`src/rtl/registro_desplazable_param.sv`:
```
// Parametrised universal shift register with single-step shift/rotate/load/ashift
// and a multi-cycle burst mode with BUSY/DONE handshake.
module registro_desplazable_param #(
    parameter int WIDTH = 8,
    parameter int AMT_W = 4
) (
    input  logic             clk,
    input  logic             rst,
    input  logic             ENB,
    input  logic             DIR,
    input  logic             S_IN,
    input  logic [2:0]       MODO,
    input  logic [WIDTH-1:0] D,
    input  logic [AMT_W-1:0] AMT,
    input  logic             START,
    output logic [WIDTH-1:0] Q,
    output logic             S_OUT,
    output logic             BUSY,
    output logic             DONE
);

    localparam logic [1:0] IDLE = 2'd0;
    localparam logic [1:0] RUN  = 2'd1;
    localparam logic [1:0] FIN  = 2'd2;

    localparam logic [1:0] K_SHIFT = 2'd0;
    localparam logic [1:0] K_ROT   = 2'd1;
    localparam logic [1:0] K_ASH   = 2'd2;

    logic [1:0]       state_q, state_d;
    logic [WIDTH-1:0] q_q, q_d;
    logic             sout_q, sout_d;
    logic [AMT_W-1:0] cnt_q, cnt_d;
    logic             rot_q, rot_d;
    logic             dir_q, dir_d;
    logic [WIDTH:0]   stp;

    // Returns {departing bit, next register value} for one step.
    function automatic logic [WIDTH:0] step_f(input logic [1:0] kind, input logic dir,
                                              input logic [WIDTH-1:0] q, input logic sin);
        logic fill;
        logic out;
        out = dir ? q[0] : q[WIDTH-1];
        case (kind)
            K_ROT:   fill = out;
            K_ASH:   fill = dir ? q[WIDTH-1] : 1'b0;
            default: fill = sin;
        endcase
        if (dir) return {out, fill, q[WIDTH-1:1]};
        else     return {out, q[WIDTH-2:0], fill};
    endfunction

    always_comb begin
        state_d = state_q;
        q_d     = q_q;
        sout_d  = sout_q;
        cnt_d   = cnt_q;
        rot_d   = rot_q;
        dir_d   = dir_q;
        stp     = '0;
        case (state_q)
            IDLE: begin
                if (ENB) begin
                    case (MODO)
                        3'b000, 3'b001, 3'b100: begin
                            stp    = step_f((MODO == 3'b000) ? K_SHIFT :
                                            (MODO == 3'b001) ? K_ROT : K_ASH,
                                            DIR, q_q, S_IN);
                            q_d    = stp[WIDTH-1:0];
                            sout_d = stp[WIDTH];
                        end
                        3'b010: q_d = D;
                        3'b101, 3'b110: begin
                            if (START) begin
                                rot_d   = (MODO == 3'b110);
                                dir_d   = DIR;
                                cnt_d   = AMT;
                                state_d = (AMT != '0) ? RUN : FIN;
                            end
                        end
                        default: ;
                    endcase
                end
            end
            RUN: begin
                if (ENB) begin
                    stp    = step_f(rot_q ? K_ROT : K_SHIFT, dir_q, q_q, S_IN);
                    q_d    = stp[WIDTH-1:0];
                    sout_d = stp[WIDTH];
                    cnt_d  = cnt_q - 1'b1;
                    if (cnt_q == AMT_W'(1)) state_d = FIN;
                end
            end
            FIN:     state_d = IDLE;
            default: state_d = IDLE;
        endcase
    end

    always_ff @(posedge clk) begin
        if (rst) begin
            state_q <= IDLE;
            q_q     <= '0;
            sout_q  <= 1'b0;
            cnt_q   <= '0;
            rot_q   <= 1'b0;
            dir_q   <= 1'b0;
        end else begin
            state_q <= state_d;
            q_q     <= q_d;
            sout_q  <= sout_d;
            cnt_q   <= cnt_d;
            rot_q   <= rot_d;
            dir_q   <= dir_d;
        end
    end

    assign Q     = q_q;
    assign S_OUT = sout_q;
    assign BUSY  = (state_q == RUN);
    assign DONE  = (state_q == FIN);

endmodule

```
`config.mk`:
```
export PLATFORM = sky130hd
export DESIGN_NAME = registro_desplazable_param
export DESIGN_NICKNAME = d
export VERILOG_FILES = /design/src/rtl/registro_desplazable_param.sv
export SDC_FILE = /design/constraint.sdc
export NUM_CORES = 1
export LEC_CHECK = 0
export CORE_MARGIN = 2
export CORE_UTILIZATION = 30
export DETAILED_ROUTE_END_ITERATION = 7
export PLACE_DENSITY = 0.61
export SLEW_MARGIN = 20
export SYNTH_ARGS = -nofsm -noshare
export SYNTH_HDL_FRONTEND = slang
export SYNTH_SLANG_ARGS = --single-unit
```
`constraint.sdc`:
```
create_clock -name clk -period 1.9 [get_ports clk]
set_clock_uncertainty 0.2 [all_clocks]
set_input_delay 0.285 -clock clk [delete_from_list [all_inputs] [get_ports clk]]
set_output_delay 0.285 -clock clk [all_outputs]
set_load 0.03 [all_outputs]
```
Word-level counts from Yosys, hierarchy flattened
Index checks and enable logic that the tools add are counted.
- word-level logic and storage cells: 68
- input port bits: 21
- bits in registers: 17
- output and inout bits: 11
- multiplexer cells: 31
- add/subtract/negate cells: 1
- reductions and logical operators: 11
- eq/ne operators: 19
- operators with widths (operator ; count):
    $mux W8 ; 4
    $pmux W8 S2 ; 2
    $mux W2 ; 8
    $mux W4 ; 4
    $reduce_and A4 Y1 ; 3
    $reduce_and A5 Y1 ; 2
    $eq A3 B3 Y1 const B ; 3
    $mux W1 ; 8
    $pmux W4 S2 ; 1
    $ne A2 B1 Y1 const B ; 3
    $ne A2 B2 Y1 const B ; 3
    $pmux W1 S2 ; 3
    $eq A2 B1 Y1 const B ; 2
    $eq A2 B2 Y1 const B ; 2
    $eq A4 B1 Y1 const B ; 1
    $pmux W2 S2 ; 1
    $reduce_bool A4 Y1 ; 1
    $sub A4 B1 Y4 const B ; 1
    $eq A3 B1 Y1 const B ; 1
    $eq A3 B2 Y1 const B ; 1
    $logic_not A3 Y1 ; 1
    $ne A3 B1 Y1 const B ; 1
    $reduce_or A3 Y1 ; 1
    $eq A1 B2 Y1 const B ; 1
    4 further kinds ; 4

Logic depth before layout (Yosys ltp)
- depth in word-level cells: 9
- depth in mapped cells: 7
- gate-level depth less buffers: 6

Worst setup path before layout
OpenSTA, ideal clock, no wires.
- kind: input to register
- start: input port MODO[0]
- end: register q_q[0] (netlist: Q[0])
- arrival time: 1365 ps
- library setup time: 126 ps
- required time: 1574 ps
- path slack: 209 ps
- stages: 6
- buffers on the path: 2
- cells stage by stage: buf_4 or3b_1 buf_6 or2_2 o2111ai_1 a31oi_1
- longest elaborated chain between the ends: 9
- elaborated cells on any way between the ends: 16
- those cells by class: eq/ne (6); mux (7); reduce/logical (3)
- RTL lines (item ; line ; RTL):
    start, declared ; 12 ; input logic [2:0] MODO,
    $eq A3 B1 Y1 ; 64, 67 ;
    $mux W2 ; 67 ; (MODO == 3'b001) ? K_ROT : K_ASH,
    $mux W2 ; 66 ; stp = step_f((MODO == 3'b000) ? K_SHIFT :
    $eq A2 B2 Y1 or $eq A2 B1 Y1 (tied branches) ; 44 ; case (kind)
    $pmux W1 S2 ; 44 ;
    $mux W8 ; 49 ; if (dir) return {out, fill, q[WIDTH-1:1]};
    $pmux W8 S2 ; 64 ; case (MODO)
    $mux W8 ; 63 ; if (ENB) begin
    $pmux W8 S2 ; 61 ; case (state_q)
    end signal, assigned ; 109 ; q_q <= q_d;
    end, declared ; 31 ; logic [WIDTH-1:0] q_q, q_d;
Parallel ways exist; a longest one is shown, timed or not. The select of a mux whose other input is x is not followed.
A chain may end at the register's enable or synchronous reset.

Worst setup path after layout
- start: input port MODO[1]
- end: register q_q[6] (netlist: Q[6])
- longest elaborated chain between the ends: 5
- elaborated cells on any way between the ends: 10
- those cells by class: eq/ne (4); mux (3); reduce/logical (3)
- RTL lines (item ; line):
    $eq A3 B1 Y1 (tied with other cells) ; 64
    $reduce_or A3 Y1 ; --
    $pmux W8 S2 ; 64
    $mux W8 ; 63
    $pmux W8 S2 ; 61
Parallel ways exist; a longest one is shown, timed or not. The select of a mux whose other input is x is not followed.

==> flow_summary.toml <==
[cts]
clockRootBuffer = "clkbuf_8"
worstSkewPairLatency_ns = 0.25
cts.sinks = 17
max-clock-path-buffers = 2
ctsHtreeMaxLevel = 1
numCtsBuffers = 3
post_cts_buffers = 0
cts_tree = "built"
clk_pin_slew_ns = 0.07

[detailed_routing]
num_vias = 1324
vias_per_cell = 5.233
drc = 0
finalWirelength_um = 3427
wl_per_cell_um = 13.55
drt_iter0_drc = 57
drt_first_pass_iters = 4
ant_nets = 0

[worst_setup_path]
slowest_delay_ns = 0.41
worstReg2RegStart = "state_q[1]$_SDFFE_PP0P_"
path_max_fanout = 16
worst-setup-path-type = "input port to flop"
slowest_stage = "clkdlybuf4s50_1"
crit_start = "MODO[1]"
crit_required_ns = 1.87
arrival_ns = 1.81
cp_cell_sequence = "clkdlybuf4s50_1 -> buf_4 -> maj3_2 -> a21oi_4 -> buf_12 -> nor2_1 -> a311oi_1"
worstSetupEndpointType = "flop"
cp-start-kind = "input port"

[timing]
fmax_mhz = 544.1
period_share_pct = 96.73
worstMarginPinSlew_ns = 0.3427
slew_violations = 0
worst_hold_slack_ns = 0.2880
relSlewSlack_pct = 76.86
finalHoldViolations = 0
finalSetupViolCount = 0
period_minus_slack_ns = 1.838
fin_ws_ns = 0.06222

[final_layout]
nNetsFinal = 227
fillCellCount = 423
final_cell_mix = "clkdlybuf4s50_1 (24), buf_4 (23), dfxtp_1 (17), nand2_1 (15), o211ai_1 (13)"
final_common_cell = "clkdlybuf4s50_1"
syn2layout_area_growth_pct = 39.73
finalNonFillerCells = 253
drive_above_1_share_pct = 16.75
diodes = 0

[logic_synthesis]
ys_warn_count = 0
ys_seq_elements = 17
synth_edf_count = 0
yosysUniqueCellTypes = 43
syn_area_per_cell_um2 = 8.224
netlist_instances = 157
async_reset_ff_share_pct = 0
synth_seq_area_share_pct = 26.36
synth_nets = 180
ys.flop_type = "dfxtp_1"
syn_area_mm2 = 0.001291

[floorplan]
die_w_um = 69.61
ios = 32
dieHeight_um = 69.61
start_util_pct = 31.82
die_area_mm2 = 0.004845
core_area_mm2 = 0.004058
rows = 23

[placement]
dp_hpwl_um = 2556
place_ws_ns = -0.2552
gp_congestion = 0.7527
placedCellCount = 249
io_buffers = 31

[global_routing]
grt_usage_pct = 14.25
first_global_vias = 1226
grt_first_pass_wirelength_um = 5802
grt_max_degree = 18
grt_overflow = 0
antenna_found_initial = 0

[power_and_ir_drop]
p_per_area_mw_per_mm2 = 559.3
peakVddDrop_mv = 0.4967
leakage_nw = 0.7573

[worst_hold_path]
hp-start = "cnt_q[3]$_SDFFE_PP0P_"
hold_path_class = "flop to flop"

[outcome]
status = "finished clean"

[flow_run]
maxCapViolations = 0
==> logic make-up (layout without fill, tap and decap cells) <==
kind of cell	after synthesis	in the layout	share of synthesized area, %
simple gates	49	49	20.54
fa+ha+maj	3	3	2.810
xor+xnor	2	2	1.357
compound gates	54	54	28.68
flops	17	17	26.36
buf+inv	19	65	10.08
mux	13	13	10.17
==> cell type report <==
class / instances / area, um^2 / share of cell area (%)
Timing Repair Buffer: 54 / 500.5 / 27.74
Tap cell: 50 / 62.56 / 3.467
Multi-Input combinational cell: 121 / 828.3 / 45.91
Sequential cell: 17 / 340.3 / 18.86
Clock buffer: 3 / 41.29 / 2.288
Inverter: 7 / 26.28 / 1.456
Clock inverter: 1 / 5.005 / 0.2774
==> path summary, 6_finish.rpt <==
path                           endpoint  slack (ns)  cells after the start
setup / recovery      Q[6]$_SDFFE_PP0P_        0.06                      7
hold / removal    cnt_q[3]$_SDFFE_PP0P_        0.29                      2
setup reg to reg     S_OUT$_SDFFE_PP0P_        0.26                      4
hold reg to reg   cnt_q[3]$_SDFFE_PP0P_        0.29                      2
==> power by group <==
part           internal (W)  total (W)  leakage, nW  switching (W)
Combinational      0.000169   0.000331        0.593       0.000162
Clock              0.000146   0.000279       0.0255       0.000133
Sequential         0.000378   0.000399        0.139      0.0000212
Total              0.000693    0.00101        0.757       0.000317
==> cell usage after synthesis (3+ instances only) <==
cell type,count,area [um^2]
nor3_1,3,15.01
inv_1,7,26.28
nand2b_1,9,56.30
mux2i_1,12,120.1
buf_6,5,56.30
o211ai_1,13,97.59
nand2_1,15,56.30
a21oi_1,7,35.03
a311oi_1,3,26.28
a31oi_1,6,37.54
o21ai_0,11,55.05
dfxtp_1,17,340.3
nor2_1,11,41.29
==> flip-flops by register name, summed over array words and instances, names as in the netlist <==
| signal | count |
|---|---|
| Q | 8 |
| cnt_q | 4 |
| state_q | 2 |
| S_OUT | 1 |
| dir_q | 1 |
| rot_q | 1 |
==> routing by layer <==
metal | track usage [%] | part of all wire [%]
met5 | 0 | 0
met4 | 1.307 | 0.50
met3 | 3.488 | 5.3
met2 | 23.93 | 47
met1 | 19.14 | 47
==> through the flow <==
step	setup TNS [ns]	total power, W	cell area, um^2	util (%)
floorplan	0	0.0005950	1291	-
global placement	-1.992	0.0007380	1743	42.95
detailed placement	-2.186	0.0007382	1743	42.95
CTS	0	0.001022	1787	44.03
global route	-0.007171	0.001069	1804	44.46
finish	0	0.001009	1804	44.46
==> timing repair <==
action                     CTS  global route
pin swaps                    0             1
hold buffers                 0             0
gates resized for setup      2             5
setup endpoints to repair    2            10
==> critical path, delay by kind of cell <==
kind | cells | cell delay [ns]
buffers and inverters | 3 | 0.73
AOI/OAI and AO/OA | 2 | 0.39
adders and majority gates | 1 | 0.34
and+or+nand+nor | 1 | 0.04
No activity file was read; power rests on OpenSTA's default activity.
